## config.mk

```make
export PLATFORM = sky130hd
export DESIGN_NAME = vec_mac_stream_flat
export DESIGN_NICKNAME = d
export VERILOG_FILES = /design/src/rtl/vec_pe_pkg.sv /design/src/rtl/vec_mac_stream_if.sv /design/src/rtl/vec_adder_tree.sv /design/src/rtl/vec_mac_stream.sv /design/src/flat_wrapper.sv
export SDC_FILE = /design/constraint.sdc
export NUM_CORES = 2
export LEC_CHECK = 0
export ABC_AREA = 1
export ABC_CLOCK_PERIOD_IN_PS = 7600
export CAP_MARGIN = 20
export CORE_MARGIN = 2
export CORE_UTILIZATION = 56
export DETAILED_ROUTE_END_ITERATION = 10
export GPL_TIMING_DRIVEN = 0
export PLACE_DENSITY = 0.74
export SYNTH_ARGS = -nofsm -noshare
export SYNTH_HDL_FRONTEND = slang
export SYNTH_SLANG_ARGS = --single-unit
```

## constraint.sdc

```tcl
create_clock -name clk -period 7.6 [get_ports clk]
set_input_delay 1.14 -clock clk [delete_from_list [all_inputs] [get_ports clk]]
set_output_delay 1.14 -clock clk [all_outputs]
set_load 0.02 [all_outputs]
```

## src/rtl/vec_pe_pkg.sv

```systemverilog
`default_nettype none
// vec_pe_pkg: width helpers and pipeline sideband shared by the PE datapath blocks.
// Revision 1.0
package vec_pe_pkg;

  typedef struct packed {
    logic valid;
    logic last;
    logic is_signed;
  } pe_sb_t;

  function automatic int f_depth(input int c);
    return (c <= 1) ? 0 : $clog2(c);
  endfunction

  function automatic int f_w_m(input int w_x, input int w_k);
    return w_x + w_k + 1;
  endfunction

  function automatic int f_w_t(input int w_m, input int c);
    return w_m + f_depth(c);
  endfunction

endpackage
`default_nettype wire

```

## src/rtl/vec_mac_stream_if.sv

```systemverilog
`default_nettype none
// vec_mac_stream_if: beat input stream and result output stream of the dot-product engine.
// Revision 1.0
interface vec_mac_stream_if #(
  parameter int C     = 8,
  parameter int W_X   = 8,
  parameter int W_K   = 8,
  parameter int W_EXT = 8,
  parameter int W_CNT = 16
);
  import vec_pe_pkg::*;

  localparam int W_Y = f_w_t(f_w_m(W_X, W_K), C) + W_EXT;

  logic             s_valid;
  logic             s_ready;
  logic             s_last;
  logic             s_signed;
  logic [C*W_X-1:0] s_x;
  logic [C*W_K-1:0] s_k;
  logic             m_valid;
  logic             m_ready;
  logic [W_Y-1:0]   m_y;
  logic [W_CNT-1:0] m_beats;

  modport master (
    output s_valid, s_last, s_signed, s_x, s_k, m_ready,
    input  s_ready, m_valid, m_y, m_beats
  );

  modport slave (
    input  s_valid, s_last, s_signed, s_x, s_k, m_ready,
    output s_ready, m_valid, m_y, m_beats
  );

endinterface
`default_nettype wire

```

## src/rtl/vec_adder_tree.sv

```systemverilog
`default_nettype none
// vec_adder_tree: pipelined pairwise reduction of C_PAD signed products, one level per register.
// Revision 1.0
module vec_adder_tree
  import vec_pe_pkg::*;
#(
  parameter int  C_PAD = 8,
  parameter int  W_M   = 17,
  localparam int DEPTH = f_depth(C_PAD),
  localparam int W_T   = W_M + DEPTH
) (
  input  logic                 clk,
  input  logic                 rst,
  input  logic                 en_i,
  input  logic [C_PAD*W_M-1:0] data_i,
  input  pe_sb_t               sb_i,
  output logic [W_T-1:0]       data_o,
  output pe_sb_t               sb_o
);

  // Level l holds C_PAD>>l nodes, each one bit wider than its children.
  for (genvar l = 1; l <= DEPTH; l++) begin : g_lvl
    localparam int N  = C_PAD >> l;
    localparam int WL = W_M + l;

    logic [2*N*(WL-1)-1:0] src;
    pe_sb_t                src_sb;
    logic [N*WL-1:0]       sum_q;
    pe_sb_t                sb_q;

    if (l == 1) begin : g_head
      assign src    = data_i;
      assign src_sb = sb_i;
    end else begin : g_body
      assign src    = g_lvl[l-1].sum_q;
      assign src_sb = g_lvl[l-1].sb_q;
    end

    always_ff @(posedge clk) begin
      if (rst) begin
        sum_q <= '0;
        sb_q  <= '0;
      end else if (en_i) begin
        for (int i = 0; i < N; i++) begin
          sum_q[i*WL +: WL] <= WL'($signed(src[2*i*(WL-1) +: WL-1]))
                             + WL'($signed(src[(2*i+1)*(WL-1) +: WL-1]));
        end
        sb_q <= src_sb;
      end
    end
  end

  if (DEPTH == 0) begin : g_bypass
    assign data_o = data_i;
    assign sb_o   = sb_i;
  end else begin : g_tree
    assign data_o = g_lvl[DEPTH].sum_q;
    assign sb_o   = g_lvl[DEPTH].sb_q;
  end

endmodule
`default_nettype wire

```

## src/rtl/vec_mac_stream.sv

```systemverilog
`default_nettype none
// vec_mac_stream: streaming signed/unsigned dot-product engine with multi-beat accumulation.
// Revision 1.0
module vec_mac_stream
  import vec_pe_pkg::*;
#(
  parameter int C     = 8,
  parameter int W_X   = 8,
  parameter int W_K   = 8,
  parameter int W_EXT = 8,
  parameter int W_CNT = 16
) (
  input logic             clk,
  input logic             rst,
  vec_mac_stream_if.slave bus
);

  localparam int DEPTH = f_depth(C);
  localparam int C_PAD = 1 << DEPTH;
  localparam int W_M   = f_w_m(W_X, W_K);
  localparam int W_T   = f_w_t(W_M, C);
  localparam int W_Y   = W_T + W_EXT;

  logic                 adv;
  logic [C_PAD*W_M-1:0] prod_d;
  logic [C_PAD*W_M-1:0] prod_q;
  pe_sb_t               sb_q;
  logic [W_T-1:0]       tree_y;
  pe_sb_t               tree_sb;
  logic [W_Y-1:0]       tree_ext;
  logic [W_Y-1:0]       sum_d;
  logic [W_Y-1:0]       acc_q;
  logic [W_Y-1:0]       m_y_q;
  logic [W_CNT-1:0]     cnt_d;
  logic [W_CNT-1:0]     cnt_q;
  logic [W_CNT-1:0]     m_beats_q;
  logic                 first_q;
  logic                 m_valid_q;

  // Whole pipeline freezes while a result is waiting on downstream.
  assign adv         = !m_valid_q || bus.m_ready;
  assign bus.s_ready = adv;

  for (genvar i = 0; i < C_PAD; i++) begin : g_lane
    if (i < C) begin : g_mul
      logic signed [W_X:0] x_ext;
      logic signed [W_K:0] k_ext;
      assign x_ext = {bus.s_signed & bus.s_x[i*W_X + W_X - 1], bus.s_x[i*W_X +: W_X]};
      assign k_ext = {bus.s_signed & bus.s_k[i*W_K + W_K - 1], bus.s_k[i*W_K +: W_K]};
      assign prod_d[i*W_M +: W_M] = W_M'(x_ext) * W_M'(k_ext);
    end else begin : g_pad
      assign prod_d[i*W_M +: W_M] = '0;
    end
  end

  always_ff @(posedge clk) begin
    if (rst) begin
      prod_q <= '0;
      sb_q   <= '0;
    end else if (adv) begin
      prod_q <= prod_d;
      sb_q   <= '{valid: bus.s_valid, last: bus.s_last, is_signed: bus.s_signed};
    end
  end

  vec_adder_tree #(
    .C_PAD (C_PAD),
    .W_M   (W_M)
  ) u_tree (
    .clk    (clk),
    .rst    (rst),
    .en_i   (adv),
    .data_i (prod_q),
    .sb_i   (sb_q),
    .data_o (tree_y),
    .sb_o   (tree_sb)
  );

  // An unsigned beat's tree sum never sets its top bit, so either extension is exact.
  always_comb begin
    tree_ext = tree_sb.is_signed ? W_Y'($signed(tree_y)) : W_Y'(tree_y);
    sum_d    = (first_q ? '0 : acc_q) + tree_ext;
    cnt_d    = first_q ? W_CNT'(1) : cnt_q + W_CNT'(1);
  end

  always_ff @(posedge clk) begin
    if (rst) begin
      acc_q     <= '0;
      cnt_q     <= '0;
      first_q   <= 1'b1;
      m_valid_q <= 1'b0;
      m_y_q     <= '0;
      m_beats_q <= '0;
    end else if (adv) begin
      m_valid_q <= tree_sb.valid && tree_sb.last;
      if (tree_sb.valid) begin
        cnt_q <= cnt_d;
        if (tree_sb.last) begin
          m_y_q     <= sum_d;
          m_beats_q <= cnt_d;
          first_q   <= 1'b1;
        end else begin
          acc_q   <= sum_d;
          first_q <= 1'b0;
        end
      end
    end
  end

  assign bus.m_valid = m_valid_q;
  assign bus.m_y     = m_y_q;
  assign bus.m_beats = m_beats_q;

endmodule
`default_nettype wire

```

## src/flat_wrapper.sv

```systemverilog
// flat-port wrapper written by rule: the top's interface ports become plain ports
module vec_mac_stream_flat import vec_pe_pkg::*;
#(
  parameter int C     = 8,
  parameter int W_X   = 8,
  parameter int W_K   = 8,
  parameter int W_EXT = 8,
  parameter int W_CNT = 16
)
  (clk, rst, bus_s_valid, bus_s_last, bus_s_signed, bus_s_x, bus_s_k, bus_m_ready, bus_s_ready, bus_m_valid, bus_m_y, bus_m_beats);
  vec_mac_stream_if #(.C(C), .W_X(W_X), .W_K(W_K), .W_EXT(W_EXT), .W_CNT(W_CNT)) bus_i ();
  input logic clk;
  input logic rst;
  input wire logic [$bits(bus_i.s_valid)-1:0] bus_s_valid;
  input wire logic [$bits(bus_i.s_last)-1:0] bus_s_last;
  input wire logic [$bits(bus_i.s_signed)-1:0] bus_s_signed;
  input wire logic [$bits(bus_i.s_x)-1:0] bus_s_x;
  input wire logic [$bits(bus_i.s_k)-1:0] bus_s_k;
  input wire logic [$bits(bus_i.m_ready)-1:0] bus_m_ready;
  output wire logic [$bits(bus_i.s_ready)-1:0] bus_s_ready;
  output wire logic [$bits(bus_i.m_valid)-1:0] bus_m_valid;
  output wire logic [$bits(bus_i.m_y)-1:0] bus_m_y;
  output wire logic [$bits(bus_i.m_beats)-1:0] bus_m_beats;
  assign bus_i.s_valid = bus_s_valid;
  assign bus_i.s_last = bus_s_last;
  assign bus_i.s_signed = bus_s_signed;
  assign bus_i.s_x = bus_s_x;
  assign bus_i.s_k = bus_s_k;
  assign bus_i.m_ready = bus_m_ready;
  assign bus_s_ready = bus_i.s_ready;
  assign bus_m_valid = bus_i.m_valid;
  assign bus_m_y = bus_i.m_y;
  assign bus_m_beats = bus_i.m_beats;
  vec_mac_stream #(.C(C), .W_X(W_X), .W_K(W_K), .W_EXT(W_EXT), .W_CNT(W_CNT)) u_core (.clk(clk), .rst(rst), .bus(bus_i));
endmodule
```

After elaboration in Yosys (flattened, before gate mapping). Index checks and enable logic that the tools add are counted.

Multiplexer cells: 4. Add/sub/neg operators: 9. Reductions and logical operators: 6. Bitwise logic cells: 17. Multipliers: 8.

Operator list (number): 9-bit by 9-bit multiplier with 17-bit output (8); 17-bit by 17-bit adder with 18-bit output (4); 28-bit two-way mux (2); 18-bit by 18-bit adder with 19-bit output (2); 28-bit adder (1); 19-bit by 19-bit adder with 20-bit output (1); 16-bit by 1-bit adder with 16-bit output (second input constant) (1); 1-bit bitwise AND (16); 16-bit two-way mux (1); 3-bit AND reduction (2); 2-bit AND reduction (1); 1-bit logical AND (1); 1-bit zero test (1); 1-bit logical OR (1); 1-bit two-way mux (1); 1-bit NOT (1).

Word-level logic and storage cells: 66. Register bits after elaboration: 368. Output and inout port bits: 46.

Depth between registers and ports, before layout.
Depth after elaboration: 3. Depth in mapped cells: 26.

Hierarchy. Synthesis repeated with hierarchy kept, for this count alone.

Cell total of the unflattened synthesis: 6660. Area, all modules: 46612.2 um^2.

By module, submodules not included: vec_mac_stream (cells each 4623, area an instance 34451.8 um^2, sequential area each 4584.4 um^2, times used 1); vec_adder_tree (cells each 2037, area an instance 12160.4 um^2, sequential area each 2782.7 um^2, times used 1).

Worst setup path before layout. No wires, ideal clock.

Kind: input port to flip-flop. Start: in bus_s_signed. End: reg u_core.prod_q[118]. Library setup time: 0.109 ns. Data required time: 7.491 ns. Arrival time: 5.780 ns. Cell stages on the path: 21. Path slack: 1.711 ns. Path through: buf_4 > inv_2 > buf_1 > buf_2 > nor2_1 > fa_1 > inv_1 > fa_1 > fa_1 > fa_1 > inv_1 > ha_1 > ha_1 > inv_1 > nor3_1 > and3_1 > nor2_1 > nand3_1 > nand3_1 > nand2_1 > inv_1.

Word-level cells in the longest chain between the ends: 2.

RTL lines: start, declared (line flat_wrapper.sv:16) `input wire logic [$bits(bus_i.s_signed)-1:0] bus_s_signed;`; 1-bit bitwise AND (on tied branches) (line vec_mac_stream.sv:48, vec_mac_stream.sv:49); 9-bit by 9-bit multiplier with 17-bit output * (line vec_mac_stream.sv:50) `assign prod_d[i*W_M +: W_M] = W_M'(x_ext) * W_M'(k_ext);`; end signal, assigned (line vec_mac_stream.sv:61) `prod_q <= prod_d;`; end, declared (line vec_mac_stream.sv:26) `logic [C_PAD*W_M-1:0] prod_q;`.

Every way passes the cells marked *; elsewhere a longest branch is shown, timed or not. A chain may end at the register's enable or synchronous reset.

Final worst setup path.
Start: in bus_s_signed. End: reg u_core.prod_q[14].

Same word-level chain as after synthesis.

==> run metrics <==
status finished, final reports clean; min Tclk post-route 6.76 ns; Worst-path clk slew 0.07 ns; Fillers 7578; post-synthesis area per instance 7.24 µm²; sequential fraction of the synthesis area 16.3%; Die ar. 83200 µm²; Met2 Wirelength 59.9 mm; dpl cells 7369; delay of the slowest critical-path stage 0.61 ns; Synth warnings 0; vias in the first global route 39600; final setup vio count 0; worst path cell trace buf_4 -> inv_2 -> buf_1 -> buf_8 -> buf_2 -> nor2_1 -> inv_1 -> fa_1 -> fa_1 -> inv_1 -> fa_1 -> inv_1 -> fa_1 -> inv_1 -> ha_1 -> ha_1 -> inv_1 -> o21ai_0 -> nor2_1 -> nand3_1 -> o21ai_0 -> nand2_1; Pwr per Cell Area 310 nW/µm²; post-synthesis register bit count 368; most frequent cell after synthesis nand2_1; most frequently used flop master after synthesis dfxtp_1; Routed WL 130 mm; H-Tree Level Count 2; Finished Layout Cells 7446; Fmax 148 MHz; number of gates resized after CTS 0; class of the worst hold path reg2reg; crit path DAT 7.19 ns; Leak 26.9 nW; Core Region 80300 µm²; Post-Synthesis Cells 6256; initial antenna violation count 3; vias per inst 5.39; Crit Path Max Fanout 10; share of power burned in registers 19.3%; clk_lat worst skew 0.59 ns; Setup Skew 0.0389 ns; wire length per cell 17.5 µm; clk sinks 368; period utilisation layout 88.9%; post-route cell area 48700 µm²; layout net count 7463; wl on met1 54.8 mm; Fin Setup TNS 0 ns; combinational share of power 66.1%; Clock power frac 14.5%; syn_nets 7365; Max-Cap Viols 0; Synth area leaders fa_1 (24%), dfxtp_1 (16%), nand2_1 (13%), ha_1 (12%), inv_1 (11%); area occupied by multi-input gates 31700 µm²; fraction of layout cells with a size suffix above 1 3.34%; Sw Pwr 7.60 mW; CTS tree built; Post-Syn Area 45300 µm²; number of I/O pins 180; met3 routed WL 8.78 mm; IO Port Bufs 51; register area 7370 µm²; die width 288 µm; post-DP HPWL 108 mm; Worst Setup Path Type in2reg; hold buffer count at cts 0; largest net degree at the start of global routing 14; first-pass GRT wire length 208 mm; top layer in use met5; Initial Util 56.4%; Yosys cell types 53; top-area cell type share of the netlist area 24.0%; maximum buffer depth of the clock tree 3; gp weighted congestion 1.02; CP Launch Type input port; FP Rows 104; slowest CP cell o21ai_0; Async S/R FF share, synth 0%; drt first pass iters 5; DRC viols 0; Num CTS Buffers 42; EDFF count, synth 0; Post-synth top cells nand2_1 (1544), inv_1 (1374), fa_1 (544); CP most frequent cell inv_1; die height 288 µm; Final Hold Fails 0; Internal Pwr Total 7.50 mW; final core occ 60.6%; Post CTS Setup Buffer Count 0; Clock Tree Root clkbuf_16; RSZ-0062 raised after global routing false; total grt overflow 0; Max Transition Viols Final 0; overall routing resource usage 31.8%; Worst-Margin Slew 1.21 ns; Area after DPL 47200 µm²; P&R area growth vs syn 7.44%; slew margin rel. 19.5%; switching fraction of total power 50.3%; area leader, netlist fa_1; Critical Path RT 8.04 ns; Routed Antenna Nets 0; DR vias 40200; maximum vdd ir drop 226 µV; 1st-iter DRT viols 2879; Critical Path End Type register
logic make-up (layout without fill, tap and decap cells):
group           count (synthesis)  in the layout  synth area share, %
flops                         368            368                 16.3
compound gates                862            862                 10.7
buf+inv                      1621           1750                 13.8
simple gates                 2298           2298                 20.7
fa+ha+maj                     975            975                 36.0
other cells                     0              1                    0
xor+xnor                      132            132                 2.55
cells in the final DEF, fill, tap and decap left out, types with 21 or more instances in the layout:
cell type        count
nand2_1           1544
inv_1             1374
fa_1               544
ha_1               431
dfxtp_1            368
o21ai_0            328
nor2_1             316
a21oi_1            313
nand3_1            283
clkbuf_1           152
xor2_1              88
buf_2               70
clkdlybuf4s50_1     51
nand4_1             48
xnor2_1             44
a22o_1              44
clkbuf_16           43
nor3_1              39
o21ai_1             32
a31oi_1             24
o211ai_1            24
or2_2               21
metal layers:
layer / track usage, % / vias to the layer above
met1: 41.7 / 19200
met5: 0 / -
met3: 3.49 / 253
li1: - / 19500
met4: 14.7 / 2
met2: 52.8 / 1253
worst paths after layout:
path	startpoint	end	slack [ns]	cells after the start
worst min register to register	u_core.bus.m_y[25]	u_core.bus.m_y[25]	0.45	2
worst max register to register	u_core.first_q	u_core.bus.m_y[18]	4.32	13
worst min-delay path	u_core.bus.m_y[25]	u_core.bus.m_y[25]	0.45	2
worst max-delay path	bus_s_signed	u_core.prod_q[14]	0.84	22
power groups by stage:
stage	clock network, mW	logic (mW)	registers (mW)
floorplan	0	7.41	2.69
global placement	0	9.74	2.92
detailed placement	0	9.89	2.92
CTS	2.21	9.97	2.89
global route	2.28	11.4	2.93
finish	2.20	9.98	2.92
stage by stage:
step	power, mW	setup WS, ns	hold slack, ns
floorplan	10.1	1.71	0.428
global placement	12.7	-0.352	0.437
detailed placement	12.8	0.195	0.438
CTS	15.1	0.794	0.454
global route	16.6	0.420	0.472
finish	15.1	0.844	0.450
state kept, by name (all words and copies together), names as in the netlist:
name,flops
u_core.cnt_q,16
u_core.u_tree.data_o,20
u_core.prod_q,136
u_core.first_q,1
u_core.u_tree.g_lvl.sum_q,110
u_core.acc_q,28
u_core.bus.m_y,28
u_core.u_tree.g_lvl.sb_q,6
u_core.bus.m_beats,16
u_core.sb_q,3
u_core.bus.m_valid,1
u_core.u_tree.sb_o,3
final cells by class:
class	instances	area share, %
plain buffers	235	2.13
clock buffers	56	2.48
inverters	1386	10.7
well taps	1060	2.73
repair buffers	54	1.14
diodes	1	0.00514
multi-input cells	4267	65.1
flip-flops and latches	368	15.1
clock inverters	19	0.576
critical path: cells and delay by family:
family	cells	cell delay, ns
adder cells (fa/ha/maj)	6	2.67
buffers and inverters	10	2.06
AO/OA/AOI/OAI	2	0.74
AND/OR/NAND/NOR	4	0.55
(Power assumes the default switching activity.)
